<file path="src/rtl/hwpe_stream_sink_strided.sv">
// hwpe_stream_sink_strided: writes a 2D strided stream of beats to TCDM over NB_TCDM_PORTS 32-bit ports
module hwpe_stream_sink_strided #(
   parameter int DATA_WIDTH    = 64,
   parameter int NB_TCDM_PORTS = DATA_WIDTH/32,
   parameter int ADDR_WIDTH    = 32,
   parameter int CNT_WIDTH     = 16
) (
   input  logic                                clk_i,
   input  logic                                rst_i,
   input  logic                                clear_i,
   input  logic                                start_i,
   input  logic [ADDR_WIDTH-1:0]               base_addr_i,
   input  logic [ADDR_WIDTH-1:0]               stride0_i,
   input  logic [ADDR_WIDTH-1:0]               stride1_i,
   input  logic [CNT_WIDTH-1:0]                len0_i,
   input  logic [CNT_WIDTH-1:0]                len1_i,
   input  logic                                stream_valid_i,
   output logic                                stream_ready_o,
   input  logic [DATA_WIDTH-1:0]               stream_data_i,
   input  logic [DATA_WIDTH/8-1:0]             stream_strb_i,
   output logic [NB_TCDM_PORTS-1:0]            tcdm_req_o,
   input  logic [NB_TCDM_PORTS-1:0]            tcdm_gnt_i,
   output logic [NB_TCDM_PORTS-1:0]            tcdm_wen_o,
   output logic [NB_TCDM_PORTS*ADDR_WIDTH-1:0] tcdm_add_o,
   output logic [NB_TCDM_PORTS*4-1:0]          tcdm_be_o,
   output logic [NB_TCDM_PORTS*32-1:0]         tcdm_data_o,
   output logic                                ready_start_o,
   output logic                                busy_o,
   output logic                                done_o
);
   typedef enum logic {IDLE, WORKING} state_t;
   state_t                   state_q, state_d;
   logic [NB_TCDM_PORTS-1:0] granted_q, granted_d;
   logic [CNT_WIDTH-1:0]     j0_q, j0_d, j1_q, j1_d, len0_q, len0_d, len1_q, len1_d;
   logic [ADDR_WIDTH-1:0]    cur_q, cur_d, row_q, row_d, stride0_q, stride0_d, stride1_q, stride1_d;
   logic                     zero_q, zero_d, done_q, done_d;
   logic                     active, beat_done;
   assign active         = (state_q == WORKING) & ~zero_q & stream_valid_i;
   assign tcdm_req_o     = {NB_TCDM_PORTS{active}} & ~granted_q;
   assign beat_done      = active & (&(granted_q | tcdm_gnt_i));
   assign stream_ready_o = beat_done;
   assign tcdm_wen_o     = '0;
   assign ready_start_o  = state_q == IDLE;
   assign busy_o         = state_q == WORKING;
   assign done_o         = done_q;
   for (genvar i = 0; i < NB_TCDM_PORTS; i++) begin : g_port
      assign tcdm_add_o[i*ADDR_WIDTH +: ADDR_WIDTH] = cur_q + ADDR_WIDTH'(4*i);
      assign tcdm_be_o[i*4 +: 4]                    = stream_strb_i[i*4 +: 4];
      assign tcdm_data_o[i*32 +: 32]                = stream_data_i[i*32 +: 32];
   end
   // next state: config latch on start, grant tracking, 2D index/address walk, done pulse
   always_comb begin
      state_d   = state_q;
      granted_d = granted_q;
      j0_d      = j0_q;
      j1_d      = j1_q;
      len0_d    = len0_q;
      len1_d    = len1_q;
      cur_d     = cur_q;
      row_d     = row_q;
      stride0_d = stride0_q;
      stride1_d = stride1_q;
      zero_d    = zero_q;
      done_d    = 1'b0;
      if (clear_i) begin
         state_d   = IDLE;
         granted_d = '0;
         j0_d      = '0;
         j1_d      = '0;
      end else if (state_q == IDLE) begin
         if (start_i) begin
            state_d   = WORKING;
            granted_d = '0;
            j0_d      = '0;
            j1_d      = '0;
            len0_d    = len0_i;
            len1_d    = len1_i;
            stride0_d = stride0_i;
            stride1_d = stride1_i;
            cur_d     = base_addr_i;
            row_d     = base_addr_i;
            zero_d    = (len0_i == '0) | (len1_i == '0);
         end
      end else if (zero_q) begin
         state_d = IDLE;
         done_d  = 1'b1;
      end else if (beat_done) begin
         granted_d = '0;
         if (j0_q < len0_q - CNT_WIDTH'(1)) begin
            j0_d  = j0_q + CNT_WIDTH'(1);
            cur_d = cur_q + stride0_q;
         end else if (j1_q < len1_q - CNT_WIDTH'(1)) begin
            j0_d  = '0;
            j1_d  = j1_q + CNT_WIDTH'(1);
            row_d = row_q + stride1_q;
            cur_d = row_q + stride1_q;
         end else begin
            state_d = IDLE;
            done_d  = 1'b1;
         end
      end else begin
         granted_d = granted_q | (tcdm_req_o & tcdm_gnt_i);
      end
   end
   // state register with synchronous reset
   always_ff @(posedge clk_i) begin
      if (rst_i) begin
         state_q   <= IDLE;
         granted_q <= '0;
         j0_q      <= '0;
         j1_q      <= '0;
         len0_q    <= '0;
         len1_q    <= '0;
         cur_q     <= '0;
         row_q     <= '0;
         stride0_q <= '0;
         stride1_q <= '0;
         zero_q    <= 1'b0;
         done_q    <= 1'b0;
      end else begin
         state_q   <= state_d;
         granted_q <= granted_d;
         j0_q      <= j0_d;
         j1_q      <= j1_d;
         len0_q    <= len0_d;
         len1_q    <= len1_d;
         cur_q     <= cur_d;
         row_q     <= row_d;
         stride0_q <= stride0_d;
         stride1_q <= stride1_d;
         zero_q    <= zero_d;
         done_q    <= done_d;
      end
   end
endmodule

</file>
<file path="config.mk">
export PLATFORM = sky130hd
export DESIGN_NAME = hwpe_stream_sink_strided
export DESIGN_NICKNAME = d
export VERILOG_FILES = /design/src/rtl/hwpe_stream_sink_strided.sv
export SDC_FILE = /design/constraint.sdc
export NUM_CORES = 1
export LEC_CHECK = 0
export ABC_CLOCK_PERIOD_IN_PS = 3600
export CORE_ASPECT_RATIO = 1.2
export CORE_UTILIZATION = 40
export CTS_CLUSTER_SIZE = 20
export DETAILED_ROUTE_END_ITERATION = 12
export PLACE_DENSITY = 0.77
export RECOVER_POWER = 100
export SLEW_MARGIN = 15
export SYNTH_ARGS = -nofsm -noshare
export SYNTH_HDL_FRONTEND = slang
export SYNTH_SLANG_ARGS = --single-unit
</file>
<file path="constraint.sdc">
create_clock -name clk_i -period 3.6 [get_ports clk_i]
set_input_delay 1.08 -clock clk_i [delete_from_list [all_inputs] [get_ports clk_i]]
set_output_delay 1.08 -clock clk_i [all_outputs]
set_load 0.1 [all_outputs]
</file>
# == Word level (Yosys, flattened, before mapping) ==
# Index checks and enable logic that the tools add are counted.
# classes
mux,35
div_mod_pow,0
n_lt_le_gt_ge,2
eq_ne,5
mul,0
n_reduce_logical,12
shift,0
n_bitwise,12
addsub,7
# ops
operator,n
2-to-1 mux 32 bit,10
2-to-1 mux 16 bit,11
adder 32 bit,2
adder 16 x 1 -> 16 bit (second input constant),2
adder 32 x 3 -> 32 bit (second input constant),1
zero test 16 bit,2
< comparator 16 bit,2
subtractor 16 x 1 -> 16 bit (second input constant),2
2-to-1 mux 1 bit,10
AND reduction 5 bit,2
2-to-1 mux 2 bit,4
inequality test 2 bit (second input constant),3
AND reduction 6 bit,1
AND 2 bit,2
OR 2 bit,2
AND reduction 2 bit,2
AND reduction 4 bit,1
AND 1 bit,3
inequality test 3 x 1 -> 1 bit (second input constant),1
NOT 1 bit,3
AND reduction 3 bit,1
OR reduction 3 bit,1
inequality test 2 x 1 -> 1 bit (second input constant),1
NOT 2 bit,1
other kinds (3),3
# totals
mem_bits_ro,0
in_bits,207
latchBits,0
output_inout_bits,144
ff_bits,197
mem_count,0
word_cells,85
ram_bits,0

# == Logic depth before layout (Yosys ltp) ==
# Gate-level depths: netlist (run 1).
# logic_depth
depth_word,9
mapped_depth,18
depth_no_buf,15

# == Worst setup path before layout (run 1) ==
# No wires, ideal clock.
# synth_timing
path_kind,register -> output
from,reg cur_q[8]
to,out tcdm_add_o[62]
arrival_time_ps,4069
path_slack_ps,-1549
n_path_buf,0
t_required_ps,2520
stages_incl_launch_ff,9
path_cell_list,dfxtp_1 > and3_1 > and3_1 > nand3_1 > nor2_1 > nand2_1 > nor3_1 > nand3_1 > xnor2_1
# synth_between
elab_chain_cells,1
# synth_lines
item,line_no,text
from (decl),35,"logic [ADDR_WIDTH-1:0] cur_q, cur_d, row_q, row_d, stride0_q, stride0_d, stride1_q, stride1_d;"
from (signal assigned),127,cur_q <= cur_d;
adder 32 x 3 -> 32 bit,47,assign tcdm_add_o[i*ADDR_WIDTH +: ADDR_WIDTH] = cur_q + ADDR_WIDTH'(4*i);
to (decl),24,"output logic [NB_TCDM_PORTS*ADDR_WIDTH-1:0] tcdm_add_o,"
# No other way between the ends.

# == Worst setup path after layout (run 1) ==
# layout_timing
from,reg len1_q[2]
to,reg cur_q[27]
# layout_between
elab_chain_cells,4
# layout_lines
item,line_no,text
from (decl),34,"logic [CNT_WIDTH-1:0] j0_q, j0_d, j1_q, j1_d, len0_q, len0_d, len1_q, len1_d;"
from (signal assigned),126,len1_q <= len1_d;
subtractor 16 x 1 -> 16 bit,92,end else if (j1_q < len1_q - CNT_WIDTH'(1)) begin
< comparator 16 bit,92,
inequality test 3 x 1 -> 1 bit (no source line),--,
AND reduction 5 bit (no source line),--,
# No other way between the ends.
# A chain may end at the register's enable or synchronous reset.

==> results.md, run 1 <==
- Sequential area share after synthesis: 29.0%
- Clock Skew: 0.0116 ns
- Sequential share of power: 40.4%
- Max incr delay on CP: 0.52 ns
- Pin count of the biggest net entering global routing: 165
- Post-synth top area share: 29.0%
- Antenna violations before repair: 0
- DRC: 0
- Die Y: 204 microns
- Setup TNS: -1.77 ns
- First-pass GRT wire length: 66.8 mm
- Crit path required time: 4.00 ns
- Synth area leaders: dfxtp_1, ha_1, nand2_1, a21oi_1, xnor2_1
- Inserted Diodes: 0
- Period minus WS final: around 3.7 ns
- Layout cells sized above 1: 14.9%
- Max Slew Vio Count: 0
- Synth cell types: 81
- Clk pwr share: 31.3%
- Crit path launch type: register
- Failing checks: setup timing
- Fin cells: approximately 2400
- Drt via density: approximately 5.7
- Post-route cell area: ~0.017 sq mm
- First-pass DRT Iterations: 6
- P_int: 3840 uW
- Hold Path Class: reg -> reg
- Commonest non-fill, non-tap cell in the layout: nand2_1
- CTS Sinks: 197
- Total global-route track usage: 24.2%
- Critical path class: reg -> reg
- Post-Syn Area per Cell: 7.71 sq um
- Final Hold Viols: 0
- Peak supply drop: around 0.29 mV
- Clk root buf: clkbuf_16
- Least-Margin Pin Slew: 1.46 ns
- Clock latency on the worst-skew pair: around 0.46 ns
- Placed cell areas: between 0.015 and 0.02 sq mm
- Layout overhead on the synthesized area: 28.2%
- Worst path cell trace: or3_4 -> nor2_4 -> buf_6 -> buf_4 -> nand3_2 -> xor2_1 -> ha_1 -> nand4_1 -> inv_2 -> a221oi_2 -> o22a_2 -> nand2_2 -> buf_6 -> a2111o_1 -> o32a_1 -> nand3_1
- Synth Register Bits: 197
- Post-synth EDFFs: 0
- H-tree levels: 4
- Final setup fails: 46
- Core Box Area: 0.0332 sq mm
- P_sw: 2080 uW
- Storage element area: approximately 0.004 sq mm
- Status: finished with violations
- Initial drt markers: around 860
- CP max stage cell: a2111o_1
- Yosys warning count: 0
- Placed cell count: 2305
- Routability cong.: 0.937
- CTS clk-pin slew, worst paths: 0.08 ns
- CP Data Arrival Time: a little over 4 ns
- Yosys top cell by area: dfxtp_1
- Post-Synthesis Cell Area: 0.0136 sq mm
- Vias in the first global route: 12974
- Synth Instances: 1761
- Clk buf depth: 2
- Multi-input gate area: between 0.009 and 0.01 sq mm
- Most Frequent Cell on Critical Path: buf_6
- RSZ-0062 raised after global routing: true
- Total gr overflow: 0
- Leakage: around 0.0070 uW
- Most frequent cells in the layout: nand2_1, a21oi_1, dfxtp_1
- Setup WS post-layout: -0.115 ns
- # rows: 73
- Max-capacitance violation count: 0
- Final Cycle Share: 103%
- Die X: 170 microns
- Drt wl/cell: between 15 and 20 microns
- Final ANT Viol Nets: 0
- Pwr Density: 340 mW/mm^2
- Inserted Clock Buffers: 17
- Switching Share: 35.1%
- Number of fillers in the final layout: 3127
- Initial Util: 40.9%
- Top FF cell, synth: dfxtp_1
- Nets: 2216
- Comb pwr share: between 20% and 30%
- Detailed placement HPWL: 32.0 mm
- I/O Buffers: 204
- Rel. slew slack: under 10%
- Fmax: 269 MHz
- CP max FO: 5
- I/O pin count: 351
- CTS tree: yes
- Async S/R FF share, synth: 0%
- Vias: 13485
- DIE AREA: roughly 0.035 sq mm
- Critical path endpoint category: register
- DRT Wirelength: 43.4 mm
==> cell families (layout without fill, tap and decap cells) <==
group	after synthesis	in the layout	share of synthesized area [%]
simple gates	671	671	22.1
other cells	1	2	0.0276
buf+inv	189	350	7.48
flops	197	197	29.0
mux	27	27	1.99
xor+xnor	133	133	8.58
compound gates	444	444	21.5
fa+ha+maj	99	99	9.23
==> power by group through the flow <==
| stage | sequential, uW | clock [uW] | combinational [uW] |
|---|---|---|---|
| after floorplan | 2560 | 0 | 1290 |
| after global placement | 2430 | 0 | 1550 |
| after detailed placement | 2440 | 0 | 1580 |
| after CTS | 2390 | 1860 | 1620 |
| after global routing | 2400 | 1960 | 1790 |
| final | 2390 | 1850 | 1680 |
==> worst max-delay path: cells and delay by family (launching register included) <==
kind,cells,cell delay [ns]
and+or+nand+nor,6,0.96
adders and majority gates,1,0.30
buffers and inverters,4,0.44
xor gates and xnor gates,1,0.19
AOI/OAI and AO/OA,4,1.43
DFF,1,0.32
==> per-layer routing <==
layer	track usage [%]	share of wire, %	vias up
met5	0	0	-
li1	-	-	6446
met2	43.2	51	432
met3	2.85	4.9	120
met1	28.4	40	6487
met4	12.1	4.0	0
==> Yosys cell counts, types with 19 or more instances <==
| cell | count |
|---|---|
| nor4_1 | 21 |
| dfxtp_1 | 197 |
| nor3_1 | 29 |
| nand4_1 | 23 |
| a211oi_1 | 44 |
| nand3_1 | 42 |
| a21o_1 | 34 |
| ha_1 | 97 |
| and3_1 | 22 |
| a21oi_1 | 192 |
| nor2b_1 | 19 |
| o211ai_1 | 23 |
| clkbuf_1 | 62 |
| xor2_1 | 47 |
| nand2_1 | 306 |
| buf_4 | 78 |
| xnor2_1 | 86 |
| inv_1 | 30 |
| mux2i_1 | 27 |
| nor2_1 | 155 |
| o21ai_0 | 34 |
==> per-stage QoR <==
stage	util [%]	total power [uW]	hold WS [ns]	worst slack, ns
floorplan	-	3840	0.440	-0.184
global placement	49.0	3980	0.450	0.00771
detailed placement	49.0	4010	0.456	-0.135
CTS	51.3	5870	0.466	-0.0454
global route	52.4	6150	0.482	-0.252
finish	52.4	5910	0.461	-0.115
==> layout make-up <==
cell class | instances | area share [%]
Clock inverter | 14 | 0.661
Multi-Input combinational cell | 1376 | 53.4
Sequential cell | 197 | 23.0
Clock buffer | 18 | 2.46
Tap cell | 450 | 3.23
Inverter | 30 | 0.647
Timing Repair Buffer | 288 | 16.7
==> final timing paths <==
path	from	endpoint	slack, ns	depth (start not counted)
max	len1_q[2]$_SDFFE_PP0P_	cur_q[27]$_SDFFE_PP0P_	-0.12	16
min	stride1_q[5]$_SDFFE_PP0P_	stride1_q[5]$_SDFFE_PP0P_	0.46	2
max reg2reg	len1_q[2]$_SDFFE_PP0P_	cur_q[27]$_SDFFE_PP0P_	-0.12	16
min reg2reg	stride1_q[5]$_SDFFE_PP0P_	stride1_q[5]$_SDFFE_PP0P_	0.46	2
==> flip-flops by register name, summed over array words and instances (netlist names), 2 cells and up <==
signal,cells
stride1_q,32
j0_q,16
j1_q,16
len0_q,16
cur_q,32
row_q,32
len1_q,16
stride0_q,32
granted_q,2
==> what timing repair did <==
action	CTS	global route
cloned	1	5
hold buffers	0	0
resized for setup	28	48
setup buffers	11	19
pin swaps	18	43
setup endpoints to repair	93	106
No activity file was read; power rests on OpenSTA's default activity.
==> inputs of run 2 (changes only) <==
--- a/constraint.sdc
+++ b/constraint.sdc
@@ -3,2 +3,2 @@
 set_output_delay 1.08 -clock clk_i [all_outputs]
-set_load 0.1 [all_outputs]
+set_load 0.02 [all_outputs]
==> run 2 against run 1 <==
Wire length grew 6.8%. Global-route usage rose by 1.6 points. Power is 1.1% lower. Combinational power fell by 13%. Final area rose by 0.77%. Register-to-register slack better by 0.04 ns. The run ends with capacitance limit, slew limit, setup timing left. Maximum frequency grew 1.2%. Worst setup slack gained 0.045 ns. Critical path depth grew 3. Sequential share of layout area shrank 0.45 points. Flip-flop and latch count unchanged. Die area is the same.
==> results.md, run 2 (same netlist as run 1, synthesis figures left out) <==
- First-pass DRT Iterations: 8
- Core Box Area: 0.0332 sq mm
- DRC: 0
- Reg2Reg Setup Slack: -0.07 ns
- Critical path class: reg -> reg
- Leakage: about 0.0071 uW
- Nets: 2256
- Multi-input gate area: 0.00915 sq mm
- Die X: 170 microns
- Placed cell areas: roughly 0.016 sq mm
- Crit path launch type: register
- Crit path required time: between 3 and 4 ns
- Detailed placement HPWL: ~35 mm
- Top delay family on crit path: compound AO/OA/AOI/OAI gates
- Total gr overflow: 0
- Clk buf depth: 2
- Storage element area: between 0.003 and 0.004 sq mm
- CTS clk-pin slew, worst paths: about 0.08 ns
- Final ANT Viol Nets: 0
- Critical path endpoint category: register
- Max Slew Vio Count: 104
- Peak supply drop: ~0.3 mV
- Drt via density: about 5.7
- Cell depth of the worst min-delay path: 2
- CTS tree: yes
- CP Data Arrival Time: 4.00 ns
- Hold Crit Start: stride0_q[4]$_SDFFE_PP0P_
- Total global-route track usage: 25.8%
- Die Y: between 200 and 250 microns
- Max-capacitance violation count: 1
- Period minus WS final: roughly 3.7 ns
- Pin count of the biggest net entering global routing: 104
- Hold Path Class: reg -> reg
- Clock latency on the worst-skew pair: roughly 0.46 ns
- Final setup fails: 7
- Final core occ: 52.8%
- Inserted Diodes: 0
- DRT Wirelength: 46.4 mm
- Met3 Use GR: about 3.2%
- Layout overhead on the synthesized area: 29.2%
- FF-to-FF Start: len1_q[2]$_SDFFE_PP0P_
- Met1 usage: between 30% and 40%
- Worst path cell trace: or3_4 -> nor2_4 -> nand2_2 -> nor4_4 -> xnor2_1 -> ha_1 -> a21o_1 -> a21o_1 -> a221oi_2 -> o22a_1 -> buf_6 -> o211ai_4 -> a211oi_4 -> buf_4 -> buf_12 -> buf_12 -> nor3b_2 -> a21oi_1 -> o31ai_2
- Fin cells: 2413
- Initial Util: 40.9%
- Final Cycle Share: 102%
- Inserted Clock Buffers: 17
- Buffers plus inverters on the worst setup path: 4
- RSZ-0062 raised after global routing: true
- DIE AREA: 0.0347 sq mm
- Vias: 13693
- Number of fillers in the final layout: around 3100
- Placed cell count: 2353
- Fmax: between 200 and 300 MHz
- I/O Buffers: slightly above 200
- Clock Skew: between 0.02 and 0.03 ns
- Rel. slew slack: -49.8%
- Pwr Density: 333 mW/mm^2
- Clk root buf: clkbuf_16
- Drt wl/cell: 19.2 microns
- Failing checks: capacitance limit, slew limit, setup timing
- Antenna violations before repair: 1
- Final Hold Viols: 0
- Status: finished with violations
- # rows: 73
- First-pass GRT wire length: around 70 mm
- Layout cells sized above 1: 14.8%
- Tot Pwr: 5850 uW
- Max incr delay on CP: 0.39 ns
- Post-route cell area: 0.0176 sq mm
- Cts hold-fix bufs: 0
- Routability cong.: slightly below 1
- Met2 GRT Util: 45.1%
- Least-Margin Pin Slew: ~2.2 ns
- Initial drt markers: 930
- I/O pin count: 351
- H-tree levels: 4
- Top Usage Layer GRT: met2
- CP max FO: 7
- CTS Sinks: around 200
- CP max stage cell: or3_4
- Commonest non-fill, non-tap cell in the layout: nand2_1
- Setup WS post-layout: -0.0706 ns
- Vias in the first global route: 13351
- Hold EP: stride0_q[4]$_SDFFE_PP0P_
- Worst r2r path cells: 19
- Worst reg2reg endpoint: row_q[26]$_SDFFE_PP0P_
- Most frequent cells in the layout: nand2_1, dfxtp_1, a21oi_1
[run 2: per-layer routing]
| metal | vias to the layer above | routed length [microns] |
|---|---|---|
| li1 | 6525 | - |
| met1 | 6498 | 18700 |
| met2 | 514 | 22600 |
| met3 | 154 | 2560 |
| met4 | 2 | 2510 |
| met5 | - | 13 |
[run 2: worst max path at each step]
stage                           startpoint                     end  cells past startpoint
floorplan           len1_q[2]$_SDFFE_PP0P_  cur_q[29]$_SDFFE_PP0P_                     16
finish              len1_q[2]$_SDFFE_PP0P_  row_q[26]$_SDFFE_PP0P_                     19
global route        len1_q[2]$_SDFFE_PP0P_  row_q[21]$_SDFFE_PP0P_                     18
detailed placement  len1_q[2]$_SDFFE_PP0P_  cur_q[20]$_SDFFE_PP0P_                     16
global placement    len0_q[2]$_SDFFE_PP0P_  cur_q[27]$_SDFFE_PP0P_                     15
CTS                  cur_q[9]$_SDFFE_PP0P_          tcdm_add_o[59]                     10
[run 2: cell type report]
cell class | instances | area share [%]
clock inverter | 13 | 0.898
tap | 450 | 3.21
sequential | 197 | 22.5
timing repair buffer | 328 | 18.1
clock buffer | 19 | 2.52
multi-input combinational | 1376 | 52.1
inverter | 30 | 0.642
[run 2: metrics by stage]
| step | hold slack, ns | setup WS [ns] | TNS [ns] |
|---|---|---|---|
| 3_5_place_dp | 0.453 | -0.139 | -3.56 |
| 4_1_cts | 0.464 | -0.0510 | -0.319 |
| 6_report | 0.461 | -0.0706 | -0.179 |
| 5_1_grt | 0.486 | -0.217 | -6.89 |
| 2_1_floorplan | 0.440 | 0.0987 | 0 |
| 3_3_place_gp | 0.449 | 0.00859 | 0 |
[run 2: where the power goes]
group | total (uW) | switching [uW] | internal [uW]
Combinational | 1460 | 807 | 651
Sequential | 2370 | 97.3 | 2280
Clock | 2020 | 952 | 1070
Total | 5850 | 1860 | 4000
[run 2: timing repair]
item,in CTS,in global routing
pin swaps,5,61
resized for setup,73,129
gates cloned,1,4
endpoints found under the hold margin,0,0
setup endpoints to repair,80,107
setup buffers,13,12
[run 2: tightest hold or removal path: cells and delay by family, from the launching register on]
| kind | cells | cell delay [ns] |
|---|---|---|
| AO/OA/AOI/OAI | 1 | 0.05 |
| flip-flops | 1 | 0.32 |
| AND/OR/NAND/NOR | 1 | 0.05 |
